===== config.mk =====
export PLATFORM = sky130hd
export DESIGN_NAME = reset_sequencer
export DESIGN_NICKNAME = d
export VERILOG_FILES = /design/src/rtl/rst_pkg.sv /design/src/rtl/rst_sync.sv /design/src/rtl/reset_sequencer.sv
export SDC_FILE = /design/constraint.sdc
export NUM_CORES = 1
export LEC_CHECK = 0
export BUFFER_PORTS_ARGS = -buffer_cell sky130_fd_sc_hd__buf_2
export CAP_MARGIN = 20
export CORE_UTILIZATION = 37
export CTS_CLUSTER_DIAMETER = 60
export DETAILED_ROUTE_END_ITERATION = 12
export GPL_TIMING_DRIVEN = 0
export PLACE_DENSITY_LB_ADDON = 0.25
export SLEW_MARGIN = 20
export SYNTH_ARGS = -nofsm -noshare
export SYNTH_HDL_FRONTEND = slang
export SYNTH_SLANG_ARGS = --single-unit

===== constraint.sdc =====
create_clock -name CLK -period 3 [get_ports CLK]
set_input_delay 0.6 -clock CLK [delete_from_list [all_inputs] [get_ports CLK]]
set_output_delay 0.6 -clock CLK [all_outputs]
set_load 0.005 [all_outputs]

===== src/rtl/rst_pkg.sv =====
// Shared encodings for the reset sequencer: reset causes, FSM states and
// the counter-width helper.
package rst_pkg;

   localparam logic [1:0] CAUSE_EXT = 2'b01;
   localparam logic [1:0] CAUSE_SW  = 2'b10;
   localparam logic [1:0] CAUSE_WDT = 2'b11;

   typedef enum logic [1:0] {
      ST_SYNC = 2'd0,
      ST_HOLD = 2'd1,
      ST_REL  = 2'd2,
      ST_RUN  = 2'd3
   } state_t;

   // One spare bit above the largest value a counter must hold.
   function automatic int cnt_width(input int max_count);
      return $clog2(max_count) + 1;
   endfunction

endpackage


===== src/rtl/rst_sync.sv =====
// Async-assert / sync-deassert flop chain for an active-low reset.
module rst_sync #(
   parameter int STAGES = 2
) (
   input  logic CLK,
   input  logic arst_n,
   output logic sync_n
);

   logic [STAGES-1:0] chain;

   always_ff @(posedge CLK or negedge arst_n) begin
      if (!arst_n) begin
         chain <= '0;
      end else begin
         chain[0] <= 1'b1;
         for (int i = 1; i < STAGES; i++) chain[i] <= chain[i-1];
      end
   end

   assign sync_n = chain[STAGES-1];

endmodule


===== src/rtl/reset_sequencer.sv =====
// SoC reset controller: synchronised release, hold stretch, staggered domain
// release, software/watchdog reset and last-cause recording.
module reset_sequencer
   import rst_pkg::*;
#(
   parameter int HOLD_CYCLES = 31,
   parameter int NUM_CH      = 2,
   parameter int STAGGER     = 4,
   parameter int SYNC_STAGES = 2,
   parameter int WDT_EN      = 1,
   parameter int WDT_CYCLES  = 1048576
) (
   input  logic              CLK,
   input  logic              resetn,
   input  logic              sw_rst_req,
   input  logic              wdt_kick,
   output logic [NUM_CH-1:0] rst_out,
   output logic              por_done,
   output logic [1:0]        reset_cause
);

   localparam int CNT_MAX = (HOLD_CYCLES > STAGGER) ? HOLD_CYCLES : STAGGER;
   localparam int CNT_W   = cnt_width(CNT_MAX);
   localparam int WDT_W   = cnt_width(WDT_CYCLES);
   localparam int CH_W    = cnt_width(NUM_CH);
   localparam logic [NUM_CH-1:0] ALL_ON = '1;

   state_t             state_q, state_d;
   logic [CNT_W-1:0]   cnt_q, cnt_d;
   logic [CH_W-1:0]    ch_q, ch_d;
   logic [NUM_CH-1:0]  rst_q, rst_d;
   logic               por_q, por_d;
   logic [1:0]         cause_q, cause_d;
   logic [WDT_W-1:0]   wdt_q, wdt_d;
   logic               sync_n;
   logic               start_rel;
   logic               hold_done, stagger_done, last_ch, wdt_at_limit, wdt_timeout;

   // The SYNC state register acts as the final synchroniser stage, so the
   // chain itself is one flop shorter than SYNC_STAGES.
   rst_sync #(.STAGES(SYNC_STAGES - 1)) u_rst_sync (
      .CLK    (CLK),
      .arst_n (resetn),
      .sync_n (sync_n)
   );

   assign hold_done    = (HOLD_CYCLES == 0) || (int'(cnt_q) == HOLD_CYCLES - 1);
   assign stagger_done = (int'(cnt_q) == STAGGER - 1);
   assign last_ch      = (int'(ch_q) == NUM_CH - 1);
   assign wdt_at_limit = (int'(wdt_q) == WDT_CYCLES - 1);
   assign wdt_timeout  = (WDT_EN != 0) && wdt_at_limit && !wdt_kick;

   always_comb begin
      state_d   = state_q;
      cnt_d     = cnt_q;
      ch_d      = ch_q;
      rst_d     = rst_q;
      por_d     = por_q;
      cause_d   = cause_q;
      wdt_d     = wdt_q;
      start_rel = 1'b0;

      unique case (state_q)
         ST_SYNC: begin
            if (sync_n) begin
               if (HOLD_CYCLES == 0) begin
                  start_rel = 1'b1;
               end else begin
                  state_d = ST_HOLD;
                  cnt_d   = '0;
               end
            end
         end
         ST_HOLD: begin
            cnt_d = cnt_q + 1'b1;
            if (hold_done) start_rel = 1'b1;
         end
         ST_REL: begin
            cnt_d = cnt_q + 1'b1;
            if (stagger_done) begin
               for (int k = 0; k < NUM_CH; k++) begin
                  if (int'(ch_q) == k) rst_d[k] = 1'b0;
               end
               cnt_d = '0;
               ch_d  = ch_q + 1'b1;
               if (last_ch) begin
                  state_d = ST_RUN;
                  por_d   = 1'b1;
                  wdt_d   = '0;
               end
            end
         end
         ST_RUN: begin
            if (sw_rst_req || wdt_timeout) begin
               state_d = ST_HOLD;
               cnt_d   = '0;
               rst_d   = ALL_ON;
               por_d   = 1'b0;
               cause_d = sw_rst_req ? CAUSE_SW : CAUSE_WDT;
            end else if (WDT_EN != 0) begin
               if (wdt_kick) wdt_d = '0;
               else if (!wdt_at_limit) wdt_d = wdt_q + 1'b1;
            end
         end
         default: state_d = ST_SYNC;
      endcase

      // Channel 0 release, shared by the SYNC and HOLD exits.
      if (start_rel) begin
         cnt_d = '0;
         ch_d  = CH_W'(1);
         if (NUM_CH == 1 || STAGGER == 0) begin
            rst_d   = '0;
            state_d = ST_RUN;
            por_d   = 1'b1;
            wdt_d   = '0;
         end else begin
            rst_d   = ALL_ON << 1;
            state_d = ST_REL;
         end
      end
   end

   always_ff @(posedge CLK or negedge resetn) begin
      if (!resetn) begin
         state_q <= ST_SYNC;
         cnt_q   <= '0;
         ch_q    <= '0;
         rst_q   <= ALL_ON;
         por_q   <= 1'b0;
         cause_q <= CAUSE_EXT;
         wdt_q   <= '0;
      end else begin
         state_q <= state_d;
         cnt_q   <= cnt_d;
         ch_q    <= ch_d;
         rst_q   <= rst_d;
         por_q   <= por_d;
         cause_q <= cause_d;
         wdt_q   <= wdt_d;
      end
   end

   assign rst_out     = rst_q;
   assign por_done    = por_q;
   assign reset_cause = cause_q;

endmodule


# Yosys cells after proc, flatten, opt, wreduce, memory -nomap -nowiden
# Cells that the tools add are included.
word_totals:
  regBits: 37
  latch_bits: 0
  mem_bits_rw: 0
  romBits: 0
  input_bits: 4
  output_inout_bits: 5
  n_memories: 0
classes:
  addsub: 3
  mul: 0
  div: 0
  n_lt_le_gt_ge: 0
  eq_ne: 17
  shifts: 0
  mux: 33
  bitwise: 0
  n_reduce_logical: 18
op_table:
  columns: ["operator", "count"]
  rows:
  - ["2-to-1 mux 21 bit", 5]
  - ["one-hot mux 21 bit (2 select lines)", 1]
  - ["2-to-1 mux 6 bit", 4]
  - ["one-hot mux 6 bit (4 select lines)", 1]
  - ["2-to-1 mux 2 bit", 11]
  - ["adder 21 x 1 -> 21 bit, second input constant", 1]
  - ["equality test 21 bit, second input constant", 1]
  - ["inequality test 3 bit, second input constant", 5]
  - ["AND reduction 4 bit", 3]
  - ["AND reduction 5 bit", 2]
  - ["2-to-1 mux 1 bit", 8]
  - ["inequality test 2 bit, second input constant", 4]
  - ["adder 6 x 1 -> 6 bit, second input constant", 1]
  - ["equality test 2 bit, second input constant", 3]
  - ["equality test 6 x 3 -> 1 bit, second input constant", 1]
  - ["equality test 6 bit, second input constant", 1]
  - ["one-hot mux 2 bit (3 select lines)", 1]
  - ["AND reduction 2 bit", 3]
  - ["nonzero test 2 bit", 3]
  - ["logical NOT 2 bit", 2]
  - ["one-hot mux 2 bit (2 select lines)", 1]
  - ["nonzero test 4 bit", 1]
  - ["inequality test 3 x 2 -> 1 bit, second input constant", 1]
  - ["nonzero test 3 bit", 1]
  - ["6 further kinds", 6]

# Longest topological paths before layout
depth:
  ltp_word: 6
  mapped_depth: 9
  ltp_nobuf: 7

# Cells and area by module
# Synthesis repeated with hierarchy kept, for this count alone.
hier_totals:
  cells_unflattened: 232
  hier_area_um2: 2147.1
by_module_without_submodules:
  columns: ["module", "n_inst", "cells_per_inst", "area_each_um2", "seq_area_each_um2"]
  rows:
  - ["reset_sequencer", 1, 230, 2118.3, 904.6]
  - ["rst_sync", 1, 2, 28.8, 25.0]

# Worst setup path after synthesis
# Ideal clock, no wire load.
synth_timing:
  path_kind: "input-to-reg"
  start: "input wdt_kick"
  end: "register wdt_q[2]"
  arrival_ps: 1916
  required_ps: 2871
  path_slack_ps: 955
  cell_stages: 6
  path_cell_list: "or3b_1 -> nor4_4 -> a31o_2 -> nand3b_4 -> buf_4 -> o21ai_0"
synth_between:
  elab_chain_len: 5
  word_cells_on_any_way: 9
  classes_between: "eq/ne: 2; mux: 3; reduce/logical: 4"
synth_rtl:
  columns: ["element", "line_no", "source"]
  rows:
  - ["start: declaration", "reset_sequencer.sv:16", "input logic wdt_kick,"]
  - ["logical NOT 1 bit", "reset_sequencer.sv:51", "assign wdt_timeout = (WDT_EN != 0) && wdt_at_limit && !wdt_kick;"]
  - ["logical AND 1 bit", "reset_sequencer.sv:51", null]
  - ["logical OR 1 bit", "reset_sequencer.sv:94", "if (sw_rst_req || wdt_timeout) begin"]
  - ["inequality test 2 bit (no source line)", null, null]
  - ["AND reduction 5 bit (no source line)", null, null]
  - ["end signal: assignment", "reset_sequencer.sv:140", "wdt_q <= wdt_d;"]
  - ["end: declaration", "reset_sequencer.sv:34", "logic [WDT_W-1:0] wdt_q, wdt_d;"]
# Parallel ways exist; a longest one is shown, timed or not. The select of a mux whose other input is x is not followed.
# A chain may end at the register's enable or synchronous reset.

# Final worst setup path
layout_timing:
  start: "register cnt_q[1]"
  end: "register wdt_q[15]"
layout_between:
  elab_chain_len: 3
layout_rtl:
  columns: ["element", "line_no", "source"]
  rows:
  - ["start: declaration", "reset_sequencer.sv:29", "logic [CNT_W-1:0] cnt_q, cnt_d;"]
  - ["start signal: assignment", "reset_sequencer.sv:135", "cnt_q <= cnt_d;"]
  - ["equality test 6 x 3 -> 1 bit", "reset_sequencer.sv:48", "assign stagger_done = (int'(cnt_q) == STAGGER - 1);"]
  - ["inequality test 2 bit (no source line)", null, null]
  - ["AND reduction 5 bit (no source line)", null, null]
# Every way passes these cells.

==> impl_metrics.toml <==
[outcome]
outcome = "complete, no violations"

[sta]
post-route-min-period_ns = 2.38
fin_crit_sh = 0.793
setup_viol = 0
max-slew-margin-rel = 0.432
finalClockSkew_ns = 0.00657
tightest_slew_ns = 0.852
hold_viol = 0
maxSlewViolCount = 0
grt_setup_unrepaired = "false"
fmax_mhz = 420
setup_tns_ns = 0

[placement]
dpl.cell_count = 323
finalWeightedCongestion = 0.803
port_buffers = 8
dp_hpwl_um = 3390

[detailed_routing]
wl_um = 4860
drtIter0Drc = 157
drc = 0
drt-vias-per-instance = 5.58
vias = 1848
ant_nets = 0
drt_pass1_iterations = 4
wl_per_cell_um = 14.7

[min_path]
hp-class = "in2async"

[die]
ios = 9
die_h_um = 80.0
die_area_um2 = 6390
initial_core_util = 0.382
die_w_um = 80.0
core-area_um2 = 5890
placementRows = 28

[worst_setup_path]
critPathArrivalTime_ns = 2.56
cp_max_fo = 10
reg2reg_slack_ns = 0.62
critPathLaunchType = "flop"
rr_endpoint = "wdt_q[15]$_DFFE_PN0P_"
rr_worst_depth = 8
timing.rr.start = "cnt_q[1]$_DFFE_PN0P_"
crit_path_start = "cnt_q[1]$_DFFE_PN0P_"
required_ns = 3.18
critical_path_class = "reg2reg"
cp-end-kind = "flop"

[synth]
synth_edf_count = 0
yosys_most_used_dff = "dfrtp_1"
synth.top_cell.area_share = 0.378
yosysTopAreaCell = "dfrtp_1"
postSynthAreaPerCell_um2 = 9.37
ys_warn_count = 0
synth_area_um2 = 2250
synthDistinctLibCells = 58
synth_common_cells = "dfrtp_1, o21ai_0, nand2_1, nor2_1, nand3_1"
yosysSeqAreaShare = 0.413
synthCells = 240
async_flop_share = 1.00
synthTopCellsByArea = "dfrtp_1, o21ai_0, ha_1, o31ai_1, dfstp_2"
ys_seq_elements = 37
yosysMostFrequentCell = "dfrtp_1"
syn_nets = 253

[pwr]
leakagePower_nw = 1.05
p_switching_mw = 0.418
ir_drop_mv = 0.230
pwr-share-comb = 0.232
internal-power_mw = 0.894
netSwitchingFraction = 0.319
pwr-share-clk = 0.298
p_seq_frac = 0.471
power.density_nw_per_um2 = 528

[finish]
diodes = 0
fillers = 603
drive_gt1_frac = 0.152
area_growth_pct = 10.5
finalNetCount = 268
fin_cells = 331
post-route-util = 0.422

[clocking]
ctsResizeCount = 0
cts_buffers = 5
root_buffer = "clkbuf_8"
holdBufCountCts = 0
clockBufferDepth = 2
clock-sinks = 37
clk_pin_slew_worst_paths_ns = 0.08
cts_setup_buffers = 0
cts_tree = "yes"
htree_num_levels = 2
clk_latency_ns = 0.29

[grt]
grt_pass1_wl_um = 8490
gr-usage-all-layers = 0.169
met3_usage = 0.0354
met2_usage = 0.270
grt_antenna_before_repair = 0
grt_max_degree = 38
grt_overflow = 0
grt_pass1_vias = 1730
grt.busiest_layer = "met2"
grt_use_met1 = 0.231

[job]
drv_cap = 0
==> sequential cells by signal (all words and copies together) (netlist names) <==
name / count
ch_q: 2
cnt_q: 6
por_done: 1
reset_cause: 2
rst_out: 2
state_q: 2
u_rst_sync.sync_n: 1
wdt_q: 21
==> placed cells by master, fill, tap and decap left out, types with 2 or more instances in the layout <==
master | synthesis | final
clkbuf_1 | 7 | 7
nand3_1 | 14 | 14
a21oi_1 | 9 | 9
nand2b_1 | 4 | 4
and3_1 | 2 | 2
a211oi_1 | 2 | 2
o31ai_1 | 13 | 13
buf_4 | 2 | 2
nand4_1 | 5 | 5
nor2_1 | 15 | 15
o21ai_0 | 27 | 27
nand2_1 | 18 | 18
or3_1 | 2 | 2
and2_1 | 3 | 3
buf_2 | 2 | 10
nor3_2 | 3 | 3
a41oi_1 | 4 | 4
nand3b_1 | 2 | 2
nor2b_1 | 6 | 6
inv_1 | 9 | 9
a31oi_1 | 6 | 6
dfrtp_1 | 34 | 34
o41ai_1 | 4 | 4
ha_1 | 9 | 9
nor3_1 | 3 | 3
clkbuf_8 | 0 | 7
dfstp_2 | 3 | 3
==> routing by layer <==
| layer | share of wire | vias to the layer above |
|---|---|---|
| met2 | 0.47 | 25 |
| met4 | 0.0070 | 0 |
| met3 | 0.026 | 5 |
| met1 | 0.50 | 894 |
| li1 | - | 924 |
| met5 | 0 | - |
==> metrics by stage <==
stage / worst slack (ns) / hold WS, ns / total power, mW / instance area, um^2
floorplan: 0.955 / 0.304 / 0.839 / 2250
global placement: 0.591 / 0.436 / 0.925 / 2380
detailed placement: 0.591 / 0.464 / 0.933 / 2380
CTS: 0.605 / 0.441 / 1.33 / 2480
global route: 0.413 / 0.489 / 1.41 / 2480
finish: 0.621 / 0.408 / 1.31 / 2480
==> kinds of logic after synthesis <==
| kind of cell | Yosys count | share of synthesized area |
|---|---|---|
| buffers and inverters | 21 | 0.0401 |
| other | 1 | 0.00167 |
| DFF | 37 | 0.413 |
| and+or+nand+nor | 91 | 0.249 |
| adders and majority gates | 9 | 0.0501 |
| muxes | 1 | 0.00445 |
| xor gates and xnor gates | 1 | 0.00390 |
| AOI/OAI and AO/OA | 79 | 0.237 |
==> power by group through the flow <==
stage | registers (mW) | logic [mW] | clock network [mW]
4_1_cts | 0.616 | 0.308 | 0.404
2_1_floorplan | 0.610 | 0.229 | 0
5_1_grt | 0.629 | 0.350 | 0.427
3_5_place_dp | 0.626 | 0.307 | 0
3_3_place_gp | 0.624 | 0.301 | 0
6_report | 0.618 | 0.304 | 0.390
==> cell type report <==
| class | count | area, um^2 | area share |
|---|---|---|---|
| clock buffers | 7 | 96.3 | 0.0388 |
| well taps | 75 | 93.8 | 0.0378 |
| multi-input cells | 182 | 1230 | 0.495 |
| plain buffers | 12 | 56.3 | 0.0227 |
| inverters | 9 | 33.8 | 0.0136 |
| clock inverters | 1 | 5.00 | 0.00202 |
| repair buffers | 8 | 40.0 | 0.0161 |
| flip-flops and latches | 37 | 930 | 0.374 |
==> critical path: stages, from the launching register on <==
cell	delay [ns]
dfrtp_1	0.45
ha_1	0.21
nor2b_1	0.13
clkbuf_1	0.30
nand4_1	0.26
nand2_1	0.24
nand3b_4	0.18
buf_4	0.24
o31ai_1	0.26
==> worst max path at each step <==
stage | endpoint | slack (ns) | depth (start not counted)
2_1_floorplan | wdt_q[2]$_DFFE_PN0P_ | 0.95 | 6
4_1_cts | wdt_q[15]$_DFFE_PN0P_ | 0.60 | 8
6_report | wdt_q[15]$_DFFE_PN0P_ | 0.62 | 8
5_1_grt | wdt_q[15]$_DFFE_PN0P_ | 0.41 | 8
3_3_place_gp | wdt_q[7]$_DFFE_PN0P_ | 0.59 | 7
3_5_place_dp | wdt_q[7]$_DFFE_PN0P_ | 0.59 | 7
(Power assumes the default switching activity.)
